$ cat src/rtl/iris_argmax_classifier.sv
// Output stage for the Iris network.
// Latches the NUM_CLASSES signed neuron outputs on Start. It then scans them
// one per clock to find the largest, and publishes the winning index and
// value with a single-cycle Valid pulse. Ties resolve to the lowest index.
module iris_argmax_classifier #(
  parameter int DATA_WIDTH  = 8,
  parameter int NUM_CLASSES = 3,
  localparam int CLASS_W    = (NUM_CLASSES > 1) ? $clog2(NUM_CLASSES) : 1
) (
  input  logic                              clk,
  input  logic                              rst,
  input  logic                              En,
  input  logic                              Start,
  input  logic [NUM_CLASSES*DATA_WIDTH-1:0] Y_in,
  output logic [CLASS_W-1:0]                Class,
  output logic signed [DATA_WIDTH-1:0]      Max_Val,
  output logic                              Valid,
  output logic                              Busy
);

  typedef enum logic [1:0] {
    IDLE    = 2'd0,
    COMPARE = 2'd1,
    DONE    = 2'd2
  } state_t;

  state_t                       state_q, state_d;
  logic signed [DATA_WIDTH-1:0] yr [NUM_CLASSES];
  logic signed [DATA_WIDTH-1:0] best;
  logic [CLASS_W-1:0]           best_idx;
  logic [CLASS_W-1:0]           idx;
  logic                         last_idx;

  assign last_idx = (idx == CLASS_W'(NUM_CLASSES - 1));
  assign Busy     = (state_q != IDLE);

  // State register: reset wins, otherwise advance only on enabled edges.
  always_ff @(posedge clk) begin
    // NOTE: sequential state uses non-blocking (<=) so every register samples
    // pre-edge values; blocking here would create order-dependent races.
    if (rst) begin
      state_q <= IDLE;
    end else if (En) begin
      state_q <= state_d;
    end
  end

  // Next-state logic for the capture / scan / publish sequence.
  always_comb begin
    // NOTE: the default assignment first keeps every path assigned, so no
    // latch is inferred when a case arm leaves state_d untouched.
    state_d = state_q;
    unique case (state_q)
      IDLE:    if (Start) state_d = COMPARE;
      COMPARE: if (last_idx) state_d = DONE;
      DONE:    state_d = IDLE;
      default: state_d = IDLE;
    endcase
  end

  // Datapath: capture inputs, run the running-max scan, publish the result.
  always_ff @(posedge clk) begin
    if (rst) begin
      // NOTE: the capture array is cleared explicitly. It is small, and
      // clearing it makes state after reset fully deterministic. Larger
      // memories would normally be left unreset.
      for (int k = 0; k < NUM_CLASSES; k++) begin
        yr[k] <= '0;
      end
      best     <= '0;
      best_idx <= '0;
      idx      <= '0;
      Class    <= '0;
      Max_Val  <= '0;
      Valid    <= 1'b0;
    end else if (En) begin
      Valid <= 1'b0;
      unique case (state_q)
        IDLE: begin
          if (Start) begin
            for (int k = 0; k < NUM_CLASSES; k++) begin
              yr[k] <= Y_in[k*DATA_WIDTH +: DATA_WIDTH];
            end
            best     <= Y_in[DATA_WIDTH-1:0];
            best_idx <= '0;
            idx      <= CLASS_W'(1);
          end
        end
        COMPARE: begin
          // Strict greater-than: an equal later value never displaces the
          // earlier one, so ties go to the lowest index.
          if (yr[idx] > best) begin
            best     <= yr[idx];
            best_idx <= idx;
          end
          if (!last_idx) begin
            idx <= idx + 1'b1;
          end
        end
        DONE: begin
          Class   <= best_idx;
          Max_Val <= best;
          Valid   <= 1'b1;
        end
        default: ;
      endcase
    end
  end

endmodule
$ cat config.mk
export PLATFORM = sky130hd
export DESIGN_NAME = iris_argmax_classifier
export DESIGN_NICKNAME = d
export VERILOG_FILES = /design/src/rtl/iris_argmax_classifier.sv
export SDC_FILE = /design/constraint.sdc
export NUM_CORES = 1
export LEC_CHECK = 0
export BUFFER_PORTS_ARGS = -buffer_cell sky130_fd_sc_hd__buf_2
export CAP_MARGIN = 0
export CELL_PAD_IN_SITES_DETAIL_PLACEMENT = 1
export CELL_PAD_IN_SITES_GLOBAL_PLACEMENT = 1
export CORE_UTILIZATION = 47
export CTS_CLUSTER_SIZE = 8
export DETAILED_ROUTE_END_ITERATION = 8
export HOLD_SLACK_MARGIN = 0.05
export PLACE_DENSITY = 0.86
export SLEW_MARGIN = 20
export SYNTH_ARGS = -nofsm -noshare
export SYNTH_HDL_FRONTEND = slang
export SYNTH_SLANG_ARGS = --single-unit
$ cat constraint.sdc
create_clock -name clk -period 5.3 [get_ports clk]
set_clock_uncertainty 0.2 [all_clocks]
set_input_delay 0 -clock clk [delete_from_list [all_inputs] [get_ports clk]]
set_output_delay 0 -clock clk [all_outputs]
set_load 0.1 [all_outputs]
==> results of run 1 <==
==> kinds of logic after synthesis <==
family                   Yosys count  synth area share, %
buffers and inverters             23                4.368
multiplexers                      18                7.540
AO/OA/AOI/OAI                     47                13.94
AND/OR/NAND/NOR                   76                17.06
adder cells (fa/ha/maj)            9                4.680
flip-flops                        51                52.42
==> state kept, by name (all words and copies together) (netlist names), named ones only <==
signal and flops:
idx 2, Max_Val 8, best 8, state_q 2, yr 24, Class 2, Valid 1, best_idx 2
==> layout by cell type, fill, tap and decap left out, types with 2 or more instances in the layout <==
cell and count:
sky130_fd_sc_hd__or2_2 2, sky130_fd_sc_hd__and3_1 17, sky130_fd_sc_hd__clkinv_1 2, sky130_fd_sc_hd__nand2_1 11
sky130_fd_sc_hd__a21oi_1 12, sky130_fd_sc_hd__clkbuf_8 5, sky130_fd_sc_hd__dlygate4sd3_1 26, sky130_fd_sc_hd__nand3_1 2
sky130_fd_sc_hd__a211oi_1 11, sky130_fd_sc_hd__mux2i_1 17, sky130_fd_sc_hd__dfxtp_1 27, sky130_fd_sc_hd__and2_1 2
sky130_fd_sc_hd__o21ai_0 8, sky130_fd_sc_hd__nor2b_1 3, sky130_fd_sc_hd__a31o_2 7, sky130_fd_sc_hd__nand3b_1 2
sky130_fd_sc_hd__edfxtp_1 24, sky130_fd_sc_hd__ha_1 9, sky130_fd_sc_hd__buf_2 39, sky130_fd_sc_hd__nor2_1 20
sky130_fd_sc_hd__nor3b_1 7, sky130_fd_sc_hd__inv_1 10, sky130_fd_sc_hd__a32o_1 2, sky130_fd_sc_hd__nand4_1 2
sky130_fd_sc_hd__nand2b_1 3
==> worst max-delay path: cells and delay by family, from the launching register on <==
family	cells	cell delay (ns)
flip-flops	1	0.62
adder cells (fa/ha/maj)	1	0.38
AND/OR/NAND/NOR	1	0.19
AO/OA/AOI/OAI	5	1.37
multiplexers	1	0.26
==> where the power goes <==
group,internal (W),switching [W]
Sequential,0.000432,0.0000120
Combinational,0.0000563,0.0000751
Clock,0.0000912,0.000130
==> per-stage QoR <==
step	hold slack, ns	cells
floorplan	-0.05248	224
global placement	0.1080	318
detailed placement	0.1143	318
CTS	0.06113	351
global route	0.05571	352
finish	0.05920	352
==> how the worst max path moves through the flow <==
stage | to | cells past startpoint
5_1_grt | best[7] | 8
4_1_cts | best[7] | 8
3_3_place_gp | best_idx[1] | 8
6_report | best[7] | 8
2_1_floorplan | best_idx[0] | 9
3_5_place_dp | best[7] | 8
==> cells in the mapped netlist, types with 8 or more instances <==
| cell | count | area, um^2 |
|---|---|---|
| sky130_fd_sc_hd__a211oi_1 | 11 | 82.58 |
| sky130_fd_sc_hd__a21oi_1 | 12 | 60.06 |
| sky130_fd_sc_hd__and3_1 | 17 | 106.4 |
| sky130_fd_sc_hd__clkbuf_1 | 9 | 33.78 |
| sky130_fd_sc_hd__dfxtp_1 | 27 | 540.5 |
| sky130_fd_sc_hd__edfxtp_1 | 24 | 720.7 |
| sky130_fd_sc_hd__ha_1 | 9 | 112.6 |
| sky130_fd_sc_hd__inv_1 | 10 | 37.54 |
| sky130_fd_sc_hd__mux2i_1 | 17 | 170.2 |
| sky130_fd_sc_hd__nand2_1 | 11 | 41.29 |
| sky130_fd_sc_hd__nor2_1 | 20 | 75.07 |
| sky130_fd_sc_hd__o21ai_0 | 8 | 40.04 |
==> cell type report <==
type	instances	area (um^2)	area share, %
clock inverter	2	8.758	0.2956
inverter	11	41.29	1.394
sequential	51	1261	42.57
tap	67	83.83	2.829
timing repair buffer	65	455.4	15.37
multi-input combinational	150	1040	35.09
clock buffer	6	72.57	2.449
==> metal layers <==
layer	global-route usage (%)	vias up
met5	0	-
met4	6.838	0
met3	5.213	4
met2	48.93	42
met1	29.01	978
li1	-	929
==> repair_timing <==
action,4_1_cts,5_1_grt
gates resized for setup,0,0
endpoints found under the hold margin,36,1
hold buffers,25,1
==> flow_summary.html, run 1 <==
<table>
<tr><th>Metric</th><th>Value</th></tr>
<tr><th colspan="2">Outcome</th></tr>
<tr><td>Status</td><td>completed</td></tr>
<tr><th colspan="2">Synth</th></tr>
<tr><td>Sequential fraction of the synthesis area</td><td>52.42%</td></tr>
<tr><td>Synth Net Count</td><td>261</td></tr>
<tr><td>Post-Syn Area per Cell</td><td>10.74 um^2</td></tr>
<tr><td>Predominant post-synthesis flop cell</td><td>sky130_fd_sc_hd__dfxtp_1</td></tr>
<tr><td>Yosys cell types</td><td>38</td></tr>
<tr><td>Area of the mapped netlist</td><td>2406 um^2</td></tr>
<tr><td>Gate Count Post-Synth</td><td>224</td></tr>
<tr><td>Number of storage elements in the synthesis netlist</td><td>51</td></tr>
<tr><td>Number of enable-type register cells in the synthesized netlist</td><td>24</td></tr>
<tr><td>Post-synth ARST share</td><td>0%</td></tr>
<tr><td>Yosys synthesis warning count</td><td>0</td></tr>
<tr><th colspan="2">Layout</th></tr>
<tr><td># fillers</td><td>558</td></tr>
<tr><td>Ant. Diodes</td><td>0</td></tr>
<tr><td>Share of the core filled with cells</td><td>61.51%</td></tr>
<tr><td>Area of all placed cells without fillers</td><td>2963 um^2</td></tr>
<tr><td>Net count of the finished layout</td><td>321</td></tr>
<tr><td>Share of post-route cells with drive strength above 1</td><td>20.35%</td></tr>
<tr><td>Area added between synthesis and finish</td><td>23.14%</td></tr>
<tr><th colspan="2">Worst setup path</th></tr>
<tr><td>Register-to-Register Path Depth</td><td>8</td></tr>
<tr><td>Largest fanout of any net on the critical path</td><td>10</td></tr>
<tr><td>Worst-case register-to-register setup slack</td><td>2.23 ns</td></tr>
<tr><td>Critical Path, Cell by Cell</td><td>mux2i_1 &gt; o21ai_0 &gt; ha_1 &gt; nand4_1 &gt; a211oi_1 &gt; o21bai_4 &gt; a2111oi_0 &gt; a31o_1</td></tr>
<tr><td>Critical Path End Type</td><td>flip-flop</td></tr>
<tr><td>Arrival time of the worst setup path</td><td>3.11 ns</td></tr>
<tr><td>CP Data Required Time</td><td>5.35 ns</td></tr>
<tr><td>Worst setup path category</td><td>flip-flop to flip-flop</td></tr>
<tr><td>Startpoint type of the worst setup path</td><td>flip-flop</td></tr>
<tr><td>Cell with the largest stage delay on the worst path</td><td>sky130_fd_sc_hd__dfxtp_1</td></tr>
<tr><td>Highest cell delay on the worst timing path</td><td>0.62 ns</td></tr>
<tr><td>FF-to-FF End</td><td>best[7]</td></tr>
<tr><th colspan="2">Worst hold path</th></tr>
<tr><td>Worst Hold End</td><td>best[4]</td></tr>
<tr><td>Worst hold path type</td><td>input pin to flip-flop</td></tr>
<tr><td>Number of stages on the worst hold path</td><td>4</td></tr>
<tr><td>Launch instance of the worst min-delay path</td><td>Y_in[4]</td></tr>
<tr><th colspan="2">STA</th></tr>
<tr><td>FMAX</td><td>326.1 MHz</td></tr>
<tr><td>Setup Viol. Count Final</td><td>0</td></tr>
<tr><td>Final critical-path share of the clock period</td><td>57.85%</td></tr>
<tr><td>Final number of max-transition violations</td><td>0</td></tr>
<tr><td>Final Hold Fails</td><td>0</td></tr>
<tr><td>Final total negative setup slack</td><td>0 ns</td></tr>
<tr><td>Unrepaired setup endpoints after global routing</td><td>false</td></tr>
<tr><td>Rel. slew slack</td><td>50.50%</td></tr>
<tr><td>Setup slack after layout</td><td>2.234 ns</td></tr>
<tr><td>Fin crit period</td><td>3.066 ns</td></tr>
<tr><td>Measured slew at the worst slew-check pin</td><td>0.7403 ns</td></tr>
<tr><th colspan="2">Global routing</th></tr>
<tr><td>Vias in the first global route</td><td>2039</td></tr>
<tr><td>Gr ovfl total</td><td>0</td></tr>
<tr><td>Global-route wire length before repair</td><td>10.16 mm</td></tr>
<tr><td>Antenna violations before repair</td><td>0</td></tr>
<tr><td>Global router's overall resource usage</td><td>25.78%</td></tr>
<tr><td>Largest net degree at the start of global routing</td><td>34</td></tr>
<tr><th colspan="2">Route</th></tr>
<tr><td>Detailed-route wire length</td><td>6.572 mm</td></tr>
<tr><td>Detailed route wirelength on metal3</td><td>215 um</td></tr>
<tr><td>Initial DRC count</td><td>96</td></tr>
<tr><td>Metal1 wirelength</td><td>2.612 mm</td></tr>
<tr><td>Detailed-route DRC error count</td><td>0</td></tr>
<tr><td>Via count of the routed design</td><td>1953</td></tr>
<tr><td>Antenna Violating Nets Remaining</td><td>0</td></tr>
<tr><td>Vias per inst</td><td>5.548</td></tr>
<tr><td>Detailed Routing Iterations Pass 1</td><td>4</td></tr>
<tr><td>Highest layer used for signal routing</td><td>met4</td></tr>
<tr><td>Routed met2 length</td><td>3.698 mm</td></tr>
<tr><td>WL/cell</td><td>18.67 um</td></tr>
<tr><th colspan="2">Floorplanning</th></tr>
<tr><td>Die X-Extent</td><td>73.55 um</td></tr>
<tr><td>Number of placement rows</td><td>25</td></tr>
<tr><td>Area enclosed by the die boundary</td><td>5410 um^2</td></tr>
<tr><td>Core outline area</td><td>4817 um^2</td></tr>
<tr><td>Height of the die</td><td>73.55 um</td></tr>
<tr><td>Initial core utilization</td><td>49.95%</td></tr>
<tr><td>Ports</td><td>40</td></tr>
<tr><th colspan="2">Clock network</th></tr>
<tr><td>Source-to-sink clock delay at the later pin of the worst-skew pair</td><td>0.31 ns</td></tr>
<tr><td>Inserted Clock Buffers</td><td>5</td></tr>
<tr><td>Max clock buf depth</td><td>2</td></tr>
<tr><td>Clock tree from TritonCTS</td><td>done</td></tr>
<tr><td>Buffer cell driving the clock tree root</td><td>sky130_fd_sc_hd__clkbuf_8</td></tr>
<tr><td>Number of levels the H-tree was split into</td><td>2</td></tr>
<tr><td>Clk pin slew, worst setup/hold paths</td><td>0.09 ns</td></tr>
<tr><td>Clock sink count</td><td>51</td></tr>
<tr><td>Post-CTS setup buffer count</td><td>0</td></tr>
<tr><th colspan="2">Power</th></tr>
<tr><td>Reported leakage power</td><td>1.241 nW</td></tr>
<tr><td>Maximum vdd drop</td><td>169.4 uV</td></tr>
<tr><td>Ratio of total power to cell area</td><td>269.0 nW/um^2</td></tr>
<tr><td>Overall power consumption</td><td>0.0007971 W</td></tr>
<tr><th colspan="2">Place</th></tr>
<tr><td>Placement-stage worst setup slack</td><td>2.328 ns</td></tr>
<tr><td>Quantity of I/O buffers inserted on ports</td><td>39</td></tr>
<tr><td>Final HPWL from detailed placement</td><td>3.929 mm</td></tr>
<tr><td>Post-detailed-placement cell area</td><td>2621 um^2</td></tr>
<tr><td>GP Congestion</td><td>0.7896</td></tr>
<tr><th colspan="2">Run</th></tr>
<tr><td>Max Cap Viol</td><td>0</td></tr>
</table>
Note: power is estimated with default switching activity, not from simulation.
==> inputs of run 2 (changes only) <==
--- a/config.mk
+++ b/config.mk
@@ -9,11 +9,11 @@
 export CAP_MARGIN = 0
 export CELL_PAD_IN_SITES_DETAIL_PLACEMENT = 1
 export CELL_PAD_IN_SITES_GLOBAL_PLACEMENT = 1
-export CORE_UTILIZATION = 47
+export CORE_UTILIZATION = 43
 export CTS_CLUSTER_SIZE = 8
 export DETAILED_ROUTE_END_ITERATION = 8
 export HOLD_SLACK_MARGIN = 0.05
-export PLACE_DENSITY = 0.86
+export PLACE_DENSITY = 0.8
 export SLEW_MARGIN = 20
 export SYNTH_ARGS = -nofsm -noshare
 export SYNTH_HDL_FRONTEND = slang
==> constraint.sdc (replaced) <==
create_clock -name clk -period 2.9 [get_ports clk]
set_clock_uncertainty 0.2 [all_clocks]
set_input_delay 0 -clock clk [delete_from_list [all_inputs] [get_ports clk]]
set_output_delay 0 -clock clk [all_outputs]
set_load 0.1 [all_outputs]
==> flow_summary.html, run 2 (same netlist as run 1, synthesis figures left out) <==
<table>
<tr><th>Metric</th><th>Value</th></tr>
<tr><th colspan="2">STA</th></tr>
<tr><td>Setup slack after layout</td><td>0.1573 ns</td></tr>
<tr><td>Final Hold Fails</td><td>0</td></tr>
<tr><td>Measured slew at the worst slew-check pin</td><td>0.7036 ns</td></tr>
<tr><td>Final total negative setup slack</td><td>0 ns</td></tr>
<tr><td>Final number of max-transition violations</td><td>0</td></tr>
<tr><td>Rel. slew slack</td><td>52.95%</td></tr>
<tr><td>FMAX</td><td>364.6 MHz</td></tr>
<tr><td>Setup Viol. Count Final</td><td>0</td></tr>
<tr><td>Fin crit period</td><td>2.743 ns</td></tr>
<tr><td>Final critical-path share of the clock period</td><td>94.58%</td></tr>
<tr><th colspan="2">Route</th></tr>
<tr><td>Detailed-route wire length</td><td>5.936 mm</td></tr>
<tr><td>Initial DRC count</td><td>62</td></tr>
<tr><td>Vias per inst</td><td>5.289</td></tr>
<tr><td>Detailed-route DRC error count</td><td>0</td></tr>
<tr><td>Antenna Violating Nets Remaining</td><td>0</td></tr>
<tr><td>Detailed Routing Iterations Pass 1</td><td>4</td></tr>
<tr><td>WL/cell</td><td>16.49 um</td></tr>
<tr><td>Via count of the routed design</td><td>1904</td></tr>
<tr><th colspan="2">Layout</th></tr>
<tr><td>Largest register by flop count</td><td>yr</td></tr>
<tr><td>Flip-flop count of the largest register, all copies and words added</td><td>24</td></tr>
<tr><td>Ant. Diodes</td><td>0</td></tr>
<tr><td># fillers</td><td>589</td></tr>
<tr><td>Net count of the finished layout</td><td>326</td></tr>
<tr><td>Registers with the most flip-flops</td><td>yr x24, Max_Val x8, best x8</td></tr>
<tr><td>Most frequent standard cell in the layout excluding fill and tap cells</td><td>sky130_fd_sc_hd__buf_2</td></tr>
<tr><td>Area added between synthesis and finish</td><td>26.05%</td></tr>
<tr><td>Share of post-route cells with drive strength above 1</td><td>22.76%</td></tr>
<tr><td>Commonest cells after routing, fill and taps aside</td><td>sky130_fd_sc_hd__buf_2, sky130_fd_sc_hd__dfxtp_1, sky130_fd_sc_hd__dlygate4sd3_1</td></tr>
<tr><th colspan="2">Place</th></tr>
<tr><td>GP Congestion</td><td>0.7990</td></tr>
<tr><td>Quantity of I/O buffers inserted on ports</td><td>39</td></tr>
<tr><td>Final HPWL from detailed placement</td><td>3.981 mm</td></tr>
<tr><td>Placement-stage worst setup slack</td><td>0.1215 ns</td></tr>
<tr><th colspan="2">Worst setup path</th></tr>
<tr><td>CP Data Required Time</td><td>2.95 ns</td></tr>
<tr><td>Worst setup path category</td><td>flip-flop to flip-flop</td></tr>
<tr><td>Largest fanout of any net on the critical path</td><td>10</td></tr>
<tr><td>Arrival time of the worst setup path</td><td>2.79 ns</td></tr>
<tr><td>Startpoint type of the worst setup path</td><td>flip-flop</td></tr>
<tr><td>Critical Path End Type</td><td>flip-flop</td></tr>
<tr><th colspan="2">Clock network</th></tr>
<tr><td>Clock tree from TritonCTS</td><td>done</td></tr>
<tr><td>Inserted Clock Buffers</td><td>5</td></tr>
<tr><td>Number of levels the H-tree was split into</td><td>2</td></tr>
<tr><td>Clock sink count</td><td>51</td></tr>
<tr><td>Clk pin slew, worst setup/hold paths</td><td>0.09 ns</td></tr>
<tr><td>Buffer cell driving the clock tree root</td><td>sky130_fd_sc_hd__clkbuf_8</td></tr>
<tr><td>Source-to-sink clock delay at the later pin of the worst-skew pair</td><td>0.30 ns</td></tr>
<tr><td>Max clock buf depth</td><td>2</td></tr>
<tr><td>Post-CTS setup buffer count</td><td>0</td></tr>
<tr><th colspan="2">Power</th></tr>
<tr><td>Maximum vdd drop</td><td>295.9 uV</td></tr>
<tr><td>Ratio of total power to cell area</td><td>484.6 nW/um^2</td></tr>
<tr><td>Reported leakage power</td><td>1.273 nW</td></tr>
<tr><th colspan="2">Floorplanning</th></tr>
<tr><td>Die X-Extent</td><td>76.80 um</td></tr>
<tr><td>Core outline area</td><td>5238 um^2</td></tr>
<tr><td>Initial core utilization</td><td>45.94%</td></tr>
<tr><td>Area enclosed by the die boundary</td><td>5898 um^2</td></tr>
<tr><td>Ports</td><td>40</td></tr>
<tr><td>Height of the die</td><td>76.80 um</td></tr>
<tr><td>Number of placement rows</td><td>26</td></tr>
<tr><th colspan="2">Global routing</th></tr>
<tr><td>Global-route met3 utilization</td><td>3.929%</td></tr>
<tr><td>Global router's overall resource usage</td><td>21.22%</td></tr>
<tr><td>Gr ovfl total</td><td>0</td></tr>
<tr><td>Met2 global-route usage</td><td>37.23%</td></tr>
<tr><td>Global routing met1 resource utilization</td><td>26.52%</td></tr>
<tr><td>Global-route wire length before repair</td><td>9.701 mm</td></tr>
<tr><td>Antenna violations before repair</td><td>0</td></tr>
<tr><td>Vias in the first global route</td><td>2008</td></tr>
<tr><td>Highest-utilization routing layer at the global route stage</td><td>met2</td></tr>
<tr><td>Largest net degree at the start of global routing</td><td>33</td></tr>
<tr><th colspan="2">Worst hold path</th></tr>
<tr><td>Worst hold path type</td><td>input pin to flip-flop</td></tr>
<tr><th colspan="2">Run</th></tr>
<tr><td>Max Cap Viol</td><td>0</td></tr>
<tr><th colspan="2">Outcome</th></tr>
<tr><td>Status</td><td>completed</td></tr>
</table>
==> run 2: where the power goes <==
group	switching [W]	internal, W
combinational	0.000138	0.000109
sequential	0.0000172	0.000790
clock	0.000225	0.000192
==> run 2: worst paths after layout <==
kind / start / end / slack, ns / cells past startpoint
worst max register to register: flip-flop / best_idx[1] / 0.16 / 9
worst max-delay path: flip-flop / best_idx[1] / 0.16 / 9
worst min register to register: Valid / Valid / 0.28 / 2
worst min-delay path: Y_in[5] / yr[0][5] / 0.07 / 3
==> run 2: worst max-delay path, stage by stage, from the launching register on <==
cell,delay (ns)
sky130_fd_sc_hd__dfxtp_1,0.40
sky130_fd_sc_hd__buf_6,0.18
sky130_fd_sc_hd__mux2i_1,0.21
sky130_fd_sc_hd__o21ai_0,0.14
sky130_fd_sc_hd__ha_1,0.37
sky130_fd_sc_hd__a211oi_1,0.26
sky130_fd_sc_hd__o211ai_1,0.19
sky130_fd_sc_hd__o21bai_4,0.29
sky130_fd_sc_hd__and2_4,0.27
sky130_fd_sc_hd__a32o_1,0.18
==> run 2: area by class of cell <==
type                       instances  area [um^2]  share of cell area, %
sequential                        51         1261                  41.58
multi-input combinational        150         1056                  34.82
tap                               70        87.58                  2.888
inverter                          11        41.29                  1.361
clock inverter                     1        3.754                 0.1238
clock buffer                       7        86.33                  2.847
timing repair buffer              70        496.7                  16.38
==> run 2: timing repair <==
item | CTS | global route
resized for setup | 0 | 5
hold endpoints to repair | 46 | 0
hold buffers | 26 | 0
endpoints found under the setup margin | 0 | 10
==> run 2: layer usage <==
layer / wire [um] / vias up
met5: 0 / -
met4: 52 / 0
met3: 160 / 6
met2: 3155 / 35
met1: 2568 / 920
li1: - / 943
==> run 2: metrics by stage <==
step                      instances   power, W  hold slack (ns)  util [%]  cell area (um^2)
after floorplan                 224  0.0009674         -0.05248         -              2406
after global placement          326   0.001027           0.1083     50.84              2663
after detailed placement        326   0.001034           0.1150     50.84              2663
after CTS                       360   0.001471          0.05871     57.53              3013
after global routing            360   0.001545           0.1093     57.91              3033
final                           360   0.001470          0.06886     57.91              3033
